`config.mk`:
```
export PLATFORM = sky130hd
export DESIGN_NAME = tcb_vip_transfer_recorder
export DESIGN_NICKNAME = d
export VERILOG_FILES = /design/src/rtl/tcb_vip_pkg.sv /design/src/rtl/tcb_vip_fifo.sv /design/src/rtl/tcb_vip_transfer_recorder.sv
export SDC_FILE = /design/constraint.sdc
export NUM_CORES = 2
export LEC_CHECK = 0
export CAP_MARGIN = 20
export CELL_PAD_IN_SITES_DETAIL_PLACEMENT = 1
export CELL_PAD_IN_SITES_GLOBAL_PLACEMENT = 1
export CORE_UTILIZATION = 55
export DETAILED_ROUTE_END_ITERATION = 6
export GPL_ROUTABILITY_DRIVEN = 0
export PLACE_DENSITY_LB_ADDON = 0.1
export SYNTH_ARGS = -nofsm -noshare
export SYNTH_HDL_FRONTEND = slang
export SYNTH_SLANG_ARGS = --single-unit
```
`constraint.sdc`:
```
create_clock -name clk -period 34.1 [get_ports clk]
set_clock_uncertainty 0.1 [all_clocks]
set_input_delay 8.525 -clock clk [delete_from_list [all_inputs] [get_ports clk]]
set_output_delay 8.525 -clock clk [all_outputs]
set_load 0.1 [all_outputs]
```
`src/rtl/tcb_vip_pkg.sv`:
```
// Shared types for the TCB transfer recorder: record layout, widths and byte masking.
package tcb_vip_pkg;

    localparam int ADR_W   = 32;
    localparam int DAT_W   = 32;
    localparam int BEN_W   = DAT_W / 8;
    localparam int TSW_W   = 32;
    localparam int DLY_MAX = 4;
    localparam int OVF_W   = 16;

    typedef struct packed {
        logic [TSW_W-1:0] tsp;
        logic             wen;
        logic [ADR_W-1:0] adr;
        logic [BEN_W-1:0] ben;
        logic [DAT_W-1:0] wdt;
        logic [DAT_W-1:0] rdt;
        logic             err;
    } tcb_vip_rec_t;

    function automatic logic [DAT_W-1:0] ben_mask(input logic [DAT_W-1:0] dat,
                                                  input logic [BEN_W-1:0] ben);
        logic [DAT_W-1:0] res;
        res = '0;
        for (int i = 0; i < BEN_W; i++) begin
            if (ben[i]) res[8*i +: 8] = dat[8*i +: 8];
        end
        return res;
    endfunction

endpackage

```
`src/rtl/tcb_vip_fifo.sv`:
```
// Synchronous record FIFO with extra-MSB pointers; a full FIFO still accepts a push when popped in the same cycle.
module tcb_vip_fifo #(
    parameter int  DEP = 16,
    parameter type T   = logic
) (
    input  logic clk,
    input  logic rst_n,
    input  logic clr,
    input  logic push,
    input  logic pop,
    input  T     din,
    output T     dout,
    output logic full,
    output logic empty
);

    localparam int AW = $clog2(DEP);

    logic [AW:0] wr_ptr;
    logic [AW:0] rd_ptr;
    T            mem [DEP];
    logic        do_pop;
    logic        do_push;

    assign empty   = (wr_ptr == rd_ptr);
    assign full    = (wr_ptr[AW] != rd_ptr[AW]) && (wr_ptr[AW-1:0] == rd_ptr[AW-1:0]);
    assign do_pop  = pop & ~empty;
    assign do_push = push & (~full | do_pop);

    always_ff @(posedge clk or negedge rst_n) begin
        if (!rst_n) begin
            wr_ptr <= '0;
            rd_ptr <= '0;
        end else if (clr) begin
            wr_ptr <= '0;
            rd_ptr <= '0;
        end else begin
            if (do_push) wr_ptr <= wr_ptr + 1'b1;
            if (do_pop)  rd_ptr <= rd_ptr + 1'b1;
        end
    end

    always_ff @(posedge clk) begin
        if (do_push && !clr) mem[wr_ptr[AW-1:0]] <= din;
    end

    // Storage is registered; an empty FIFO presents an all-zero record.
    always_comb begin
        dout = '0;
        if (!empty) dout = mem[rd_ptr[AW-1:0]];
    end

endmodule

```
`src/rtl/tcb_vip_transfer_recorder.sv`:
```
// Passive TCB monitor: pairs each handshake with its response DLY cycles later and queues timestamped records.
module tcb_vip_transfer_recorder
    import tcb_vip_pkg::*;
#(
    parameter int ADR = ADR_W,
    parameter int DAT = DAT_W,
    parameter int DLY = 1,
    parameter int DEP = 16,
    parameter int TSW = TSW_W
) (
    input  logic               clk,
    input  logic               rst_n,
    input  logic               clr,
    input  logic               tcb_vld,
    input  logic               tcb_rdy,
    input  logic               tcb_wen,
    input  logic [ADR-1:0]     tcb_adr,
    input  logic [DAT/8-1:0]   tcb_ben,
    input  logic [DAT-1:0]     tcb_wdt,
    input  logic [DAT-1:0]     tcb_rdt,
    input  logic               tcb_err,
    output logic               rec_vld,
    input  logic               rec_rdy,
    output tcb_vip_rec_t       rec,
    output logic               ovf,
    output logic [OVF_W-1:0]   ovf_cnt
);

    localparam int DLY_EFF = (DLY > DLY_MAX) ? DLY_MAX : DLY;

    logic [TSW-1:0] tsp_cnt;
    logic           hs;
    tcb_vip_rec_t   req;
    tcb_vip_rec_t   cmp_req;
    tcb_vip_rec_t   rec_in;
    logic           cmp_vld;
    logic           full;
    logic           empty;
    logic           pop_fire;
    logic           drop;

    always_ff @(posedge clk or negedge rst_n) begin
        if (!rst_n) tsp_cnt <= '0;
        else        tsp_cnt <= tsp_cnt + 1'b1;
    end

    // An unknown tcb_vld falls into the else path and is not counted as a handshake.
    always_comb begin
        hs = 1'b0;
        if (tcb_vld && tcb_rdy) hs = 1'b1;
    end

    always_comb begin
        req     = '0;
        req.tsp = tsp_cnt;
        req.wen = tcb_wen;
        req.adr = tcb_adr;
        req.ben = tcb_ben;
        req.wdt = tcb_wen ? ben_mask(tcb_wdt, tcb_ben) : '0;
    end

    generate
        if (DLY_EFF == 0) begin : g_bypass
            assign cmp_vld = hs;
            assign cmp_req = req;
        end else begin : g_pipe
            logic         vld_q [DLY_EFF];
            tcb_vip_rec_t req_q [DLY_EFF];

            always_ff @(posedge clk or negedge rst_n) begin
                if (!rst_n) begin
                    for (int i = 0; i < DLY_EFF; i++) begin
                        vld_q[i] <= 1'b0;
                        req_q[i] <= '0;
                    end
                end else begin
                    vld_q[0] <= hs & ~clr;
                    req_q[0] <= req;
                    for (int i = 0; i < DLY_EFF - 1; i++) begin
                        vld_q[i+1] <= vld_q[i] & ~clr;
                        req_q[i+1] <= req_q[i];
                    end
                end
            end

            assign cmp_vld = vld_q[DLY_EFF-1];
            assign cmp_req = req_q[DLY_EFF-1];
        end
    endgenerate

    // The response half of the record is sampled in the completion cycle.
    always_comb begin
        rec_in     = cmp_req;
        rec_in.rdt = cmp_req.wen ? '0 : ben_mask(tcb_rdt, cmp_req.ben);
        rec_in.err = tcb_err;
    end

    tcb_vip_fifo #(
        .DEP (DEP),
        .T   (tcb_vip_rec_t)
    ) u_fifo (
        .clk   (clk),
        .rst_n (rst_n),
        .clr   (clr),
        .push  (cmp_vld),
        .pop   (rec_rdy),
        .din   (rec_in),
        .dout  (rec),
        .full  (full),
        .empty (empty)
    );

    assign rec_vld  = ~empty;
    assign pop_fire = rec_vld & rec_rdy;
    assign drop     = cmp_vld & full & ~pop_fire & ~clr;

    always_ff @(posedge clk or negedge rst_n) begin
        if (!rst_n) begin
            ovf     <= 1'b0;
            ovf_cnt <= '0;
        end else if (clr) begin
            ovf     <= 1'b0;
            ovf_cnt <= '0;
        end else if (drop) begin
            ovf <= 1'b1;
            if (ovf_cnt != '1) ovf_cnt <= ovf_cnt + 1'b1;
        end
    end

endmodule

```
## Yosys cells after proc, flatten, opt, wreduce, memory -nomap -nowiden

Memory sizes are Yosys's and may differ from the RTL's.
Cells that the tools add are included.

| word-level totals | value |
|---|---|
| register bits | 161 |
| bits in writable memories | 2144 |
| word-level logic and storage cells | 63 |
| memories kept | 1 |

| operators by class | value |
|---|---|
| add/subtract/negate cells | 4 |
| equality and inequality tests | 4 |
| multiplexer cells | 23 |
| bitwise gates (word level) | 11 |
| reduce and logical (&&, ||, !) cells | 9 |

Memories:

| memory | words | bits a word | rd ports | clocked after memory_dff | wr ports | line | source |
|---|---|---|---|---|---|---|---|
| u_fifo.mem | 16 | 134 | 1 | 0 | 1 | tcb_vip_fifo.sv:21 | `T mem [DEP];` |

Operators by type and width:

| cell | count |
|---|---|
| $mux 134 | 1 |
| $mux 32 | 2 |
| $mux 8 | 8 |
| $mux 16 | 3 |
| $add 32x1->32 const B | 1 |
| $mux 5 | 4 |
| $add 16x1->16 const B | 1 |
| $ne 16x16->1 const B | 1 |
| $add 5x1->5 const B | 2 |
| $reduce_bool 2->1 | 4 |
| $and 1x1->1 | 6 |
| $eq 5x5->1 | 1 |
| $mux 1 | 5 |
| $eq 4x4->1 | 1 |
| $not 1->1 | 4 |
| $logic_and 1x1->1 | 3 |
| $reduce_and 2->1 | 1 |
| $logic_not 1->1 | 1 |
| $ne 1x1->1 | 1 |
| $or 1x1->1 | 1 |

## Logic depth before layout (Yosys ltp)

| depth | value |
|---|---|
| depth in word-level cells | 8 |
| gate-level depth with buffers | 9 |
| depth with buffers taken out | 6 |

## By module

A second synthesis with hierarchy kept.

| unflattened totals | value |
|---|---|
| cells, all modules | 3760 |
| area, all modules | 86036.3 um^2 |

By module, submodules not included:

| module | instances | cells an instance | area an instance (um^2) | sequential area each (um^2) |
|---|---|---|---|---|
| tcb_vip_fifo | 1 | 3373 | 80753.7 | 64632.0 |
| tcb_vip_transfer_recorder | 1 | 387 | 5282.6 | 3778.6 |

## Worst setup path after synthesis

Ideal clock, no wire load.

| path | value |
|---|---|
| path kind | in2reg |
| start point | in rec_rdy |
| end point | mem u_fifo.mem[0][0] (netlist bit) (enable) |
| setup time | 0.957 ns |
| data arrival time | 21.392 ns |
| required time | 33.043 ns |
| setup slack | 11.651 ns |
| stages | 4 |
| cells stage by stage | nand2b_1 -> o21ai_2 -> buf_6 -> nor4_1 |

| on the way | value |
|---|---|
| word-level cells in the longest chain between the ends | 6 |

Ends and longest elaborated chain:

| element | line | source |
|---|---|---|
| from (decl) | tcb_vip_transfer_recorder.sv:23 | `input logic rec_rdy,` |
| $and 1x1->1 | tcb_vip_fifo.sv:27 | `assign do_pop = pop & ~empty;` |
| $or 1x1->1 | tcb_vip_fifo.sv:28 | `assign do_push = push & (~full \| do_pop);` |
| $and 1x1->1 | tcb_vip_fifo.sv:28 |  |
| $logic_and 1x1->1 | tcb_vip_fifo.sv:44 | `if (do_push && !clr) mem[wr_ptr[AW-1:0]] <= din;` |
| $mux 1 | tcb_vip_fifo.sv:44 |  |
| $mux 1 (implied by the code) | tcb_vip_fifo.sv:44 |  |
| to (decl) | tcb_vip_fifo.sv:21 |  |

No other way between the ends.

==> impl_metrics.ini <==
[finish]
final_cell_mix = edfxtp_1 (2144), mux4_2 (536), a211oi_1 (268), clkdlybuf4s50_1 (256), clkbuf_16 (231)
final_common_cell = edfxtp_1
area_growth_pct = 14.5
nets = 4377
drive_gt1_frac = 0.223

[synth]
synth_fa_ha_area_frac = 0.000998
synth-simple-area-share = 0.0239
synth_edf_count = 2144
synth_cells = 3914
ys_async_sr_fraction = 0.0698
yosys_warnings = 0
synth_nets = 4029
synth_compound_area_frac = 0.0252
yosysUniqueCellTypes = 47
synthMuxAreaShare = 0.153
synth-xor-area-share = 0.00429
synth_top_family_by_area = multiplexers
ys_seq_area_frac = 0.779
ys_ff_latch = 2305
mappedNetlistArea_um2 = 87800
synth_area_per_cell_um2 = 22.4
synth_ff_type = edfxtp_1

[setup_path]
crit_type = register to primary output
crit_family = buffers and inverters
crit_buf_inv = 4
r2r_slack_ps = 28060
path_max_fanout = 99
arrival_ps = 6660
slowest_stage = clkdlybuf4s50_1
path_cells = buf_12 -> buf_12 -> buf_4 -> mux4_2 -> nor2b_1 -> a211oi_1 -> a211oi_1 -> clkdlybuf4s50_1
required_ps = 25480
cpPeakStageDelay_ps = 1280
worst_setup_path_end_kind = primary output
startpoint_type = register

[pwr]
p_leak_nw = 30.5
powerDensity_nw_per_um2 = 60.3
total_power_mw = 6.06
ir_drop_v = 0.0000589

[floorplan]
die_area_um2 = 161000
io-pin-count = 260
die_h_um = 401
fp-row-count = 146
start_util = 0.554
die_x_um = 401
core_area_um2 = 158000

[run_status]
status = complete, no violations

[sta]
fmax_mhz = 65.4
final.min_clock_period_ps = 15290
tns_ps = 0
maxSlewViolCount = 0
hold_viol_final = 0
setup_viol = 0
slew-limit-headroom = 0.223
rsz0062_at_grt = no
min_period_over_period = 0.448
worstMarginPinSlew_ps = 1160

[clock_tree]
cts-root-buf = clkbuf_16
clkTransAtPathRegs_ps = 60
cts_resized = 0
cts_buffers = 226
cts_sinks = 2305
cts_tree = yes
ctsLongestPathBuffers = 3
post_cts_buffers = 0
clk-insertion-delay-late_ps = 850
ctsHoldBuffers = 0
htreeDepth = 4

[routing]
drcViolationCount = 0
routed_wl_um = 210000
drt-pass1-iter-count = 5
vias_per_cell = 6.36
vias = 41600
wl_per_cell_um = 32.1
drt_iter0_drc = 3717
ant_nets = 0

[worst_hold_path]
holdCritPathClass = register to register

[grt]
grt_pass1_wl_um = 306000
overflow = 0
grt_max_degree = 141
track_usage = 0.264
grt_antenna_before_repair = 13
grt_pass1_vias = 44800

[placed_design]
dp_hpwl_um = 101000
port_buffers = 259

[run]
drv_cap = 0
-- flip-flops by register name (all words and copies together) (netlist names) --
name and cells:
u_fifo.mem 2144, cmp_req 101, tsp_cnt 32, ovf_cnt 16
u_fifo.rd_ptr 5, u_fifo.wr_ptr 5, cmp_vld 1, ovf 1
-- area by class of cell --
class,instances,area [um^2]
clock buffers,319,6320
well taps,2072,2590
inverters,11,41.3
diodes,5,12.5
fillers,12500,57900
flip-flops and latches,2305,68400
clock inverters,114,1290
multi-input cells,1374,18400
repair buffers,344,3470
-- Yosys cell counts (2+ instances only) --
cell type / count / area (um^2)
mux2_2: 3 / 33.8
dfrtp_1: 161 / 4030
o21ai_0: 4 / 20.0
and2_1: 35 / 219
edfxtp_1: 2144 / 64400
nand4_1: 7 / 43.8
a211oi_1: 268 / 2010
and4_1: 7 / 61.3
buf_2: 61 / 305
ha_1: 7 / 87.6
xnor2_1: 23 / 201
o211ai_1: 2 / 15.0
clkbuf_1: 119 / 447
buf_1: 2 / 7.51
or4_1: 12 / 90.1
xor2_1: 20 / 175
inv_1: 11 / 41.3
nand2b_1: 6 / 37.5
nor2_1: 33 / 124
nand3_1: 18 / 90.1
mux4_2: 536 / 12100
and3_1: 35 / 219
a21oi_1: 14 / 70.1
nor2b_1: 142 / 888
nor4_1: 8 / 50.1
nor3_2: 2 / 20.0
buf_4: 39 / 293
buf_6: 2 / 22.5
o31ai_1: 9 / 67.6
mux2i_1: 136 / 1360
nand2_1: 24 / 90.1
nor3_1: 7 / 35.0
o31a_1: 2 / 17.5
or3b_4: 2 / 22.5
-- final timing paths --
check | from | end | depth (start not counted)
max in group asynchronous | rst_n | cmp_req[39] | 2
min | tsp_cnt[31] | cmp_req[133] | 0
max reg2reg | u_fifo.rd_ptr[2] | u_fifo.mem[9][81] | 8
min in group asynchronous | rst_n | cmp_req[117] | 1
max | u_fifo.rd_ptr[0] | rec[67] | 8
min reg2reg | tsp_cnt[31] | cmp_req[133] | 0
-- per-stage QoR --
step | worst slack, ps | hold slack, ps | cell area (um^2) | cells | util
after detailed placement | 19470 | 299 | 92800 | 6104 | 0.586
after global placement | 19500 | 289 | 92800 | 6101 | 0.586
after floorplan | 11650 | 270 | 87800 | 3914 | -
after global routing | 18370 | 336 | 100000 | 6544 | 0.635
final | 18810 | 315 | 100000 | 6544 | 0.635
after CTS | 18550 | 317 | 100000 | 6537 | 0.634
-- logic make-up (layout without fill, tap and decap cells) --
| family | Yosys count | count (layout) |
|---|---|---|
| AOI/OAI and AO/OA | 301 | 301 |
| xor gates and xnor gates | 43 | 43 |
| and+or+nand+nor | 348 | 348 |
| adders and majority gates | 7 | 7 |
| DFF | 2305 | 2305 |
| buffers and inverters | 235 | 788 |
| other | 0 | 5 |
| muxes | 675 | 675 |
-- where the power goes --
part           switching, mW  internal (mW)
sequential            0.0189           3.08
combinational          0.274          0.153
clock                   1.05           1.49
-- routing by layer --
metal	GRT usage	vias to the layer above	routed length, um
met1	0.357	22900	85400
met4	0.0648	10	4200
met2	0.451	1331	108000
met3	0.0453	253	12600
met5	0	-	66
li1	-	17200	-
Note: power is estimated with default switching activity, not from simulation.
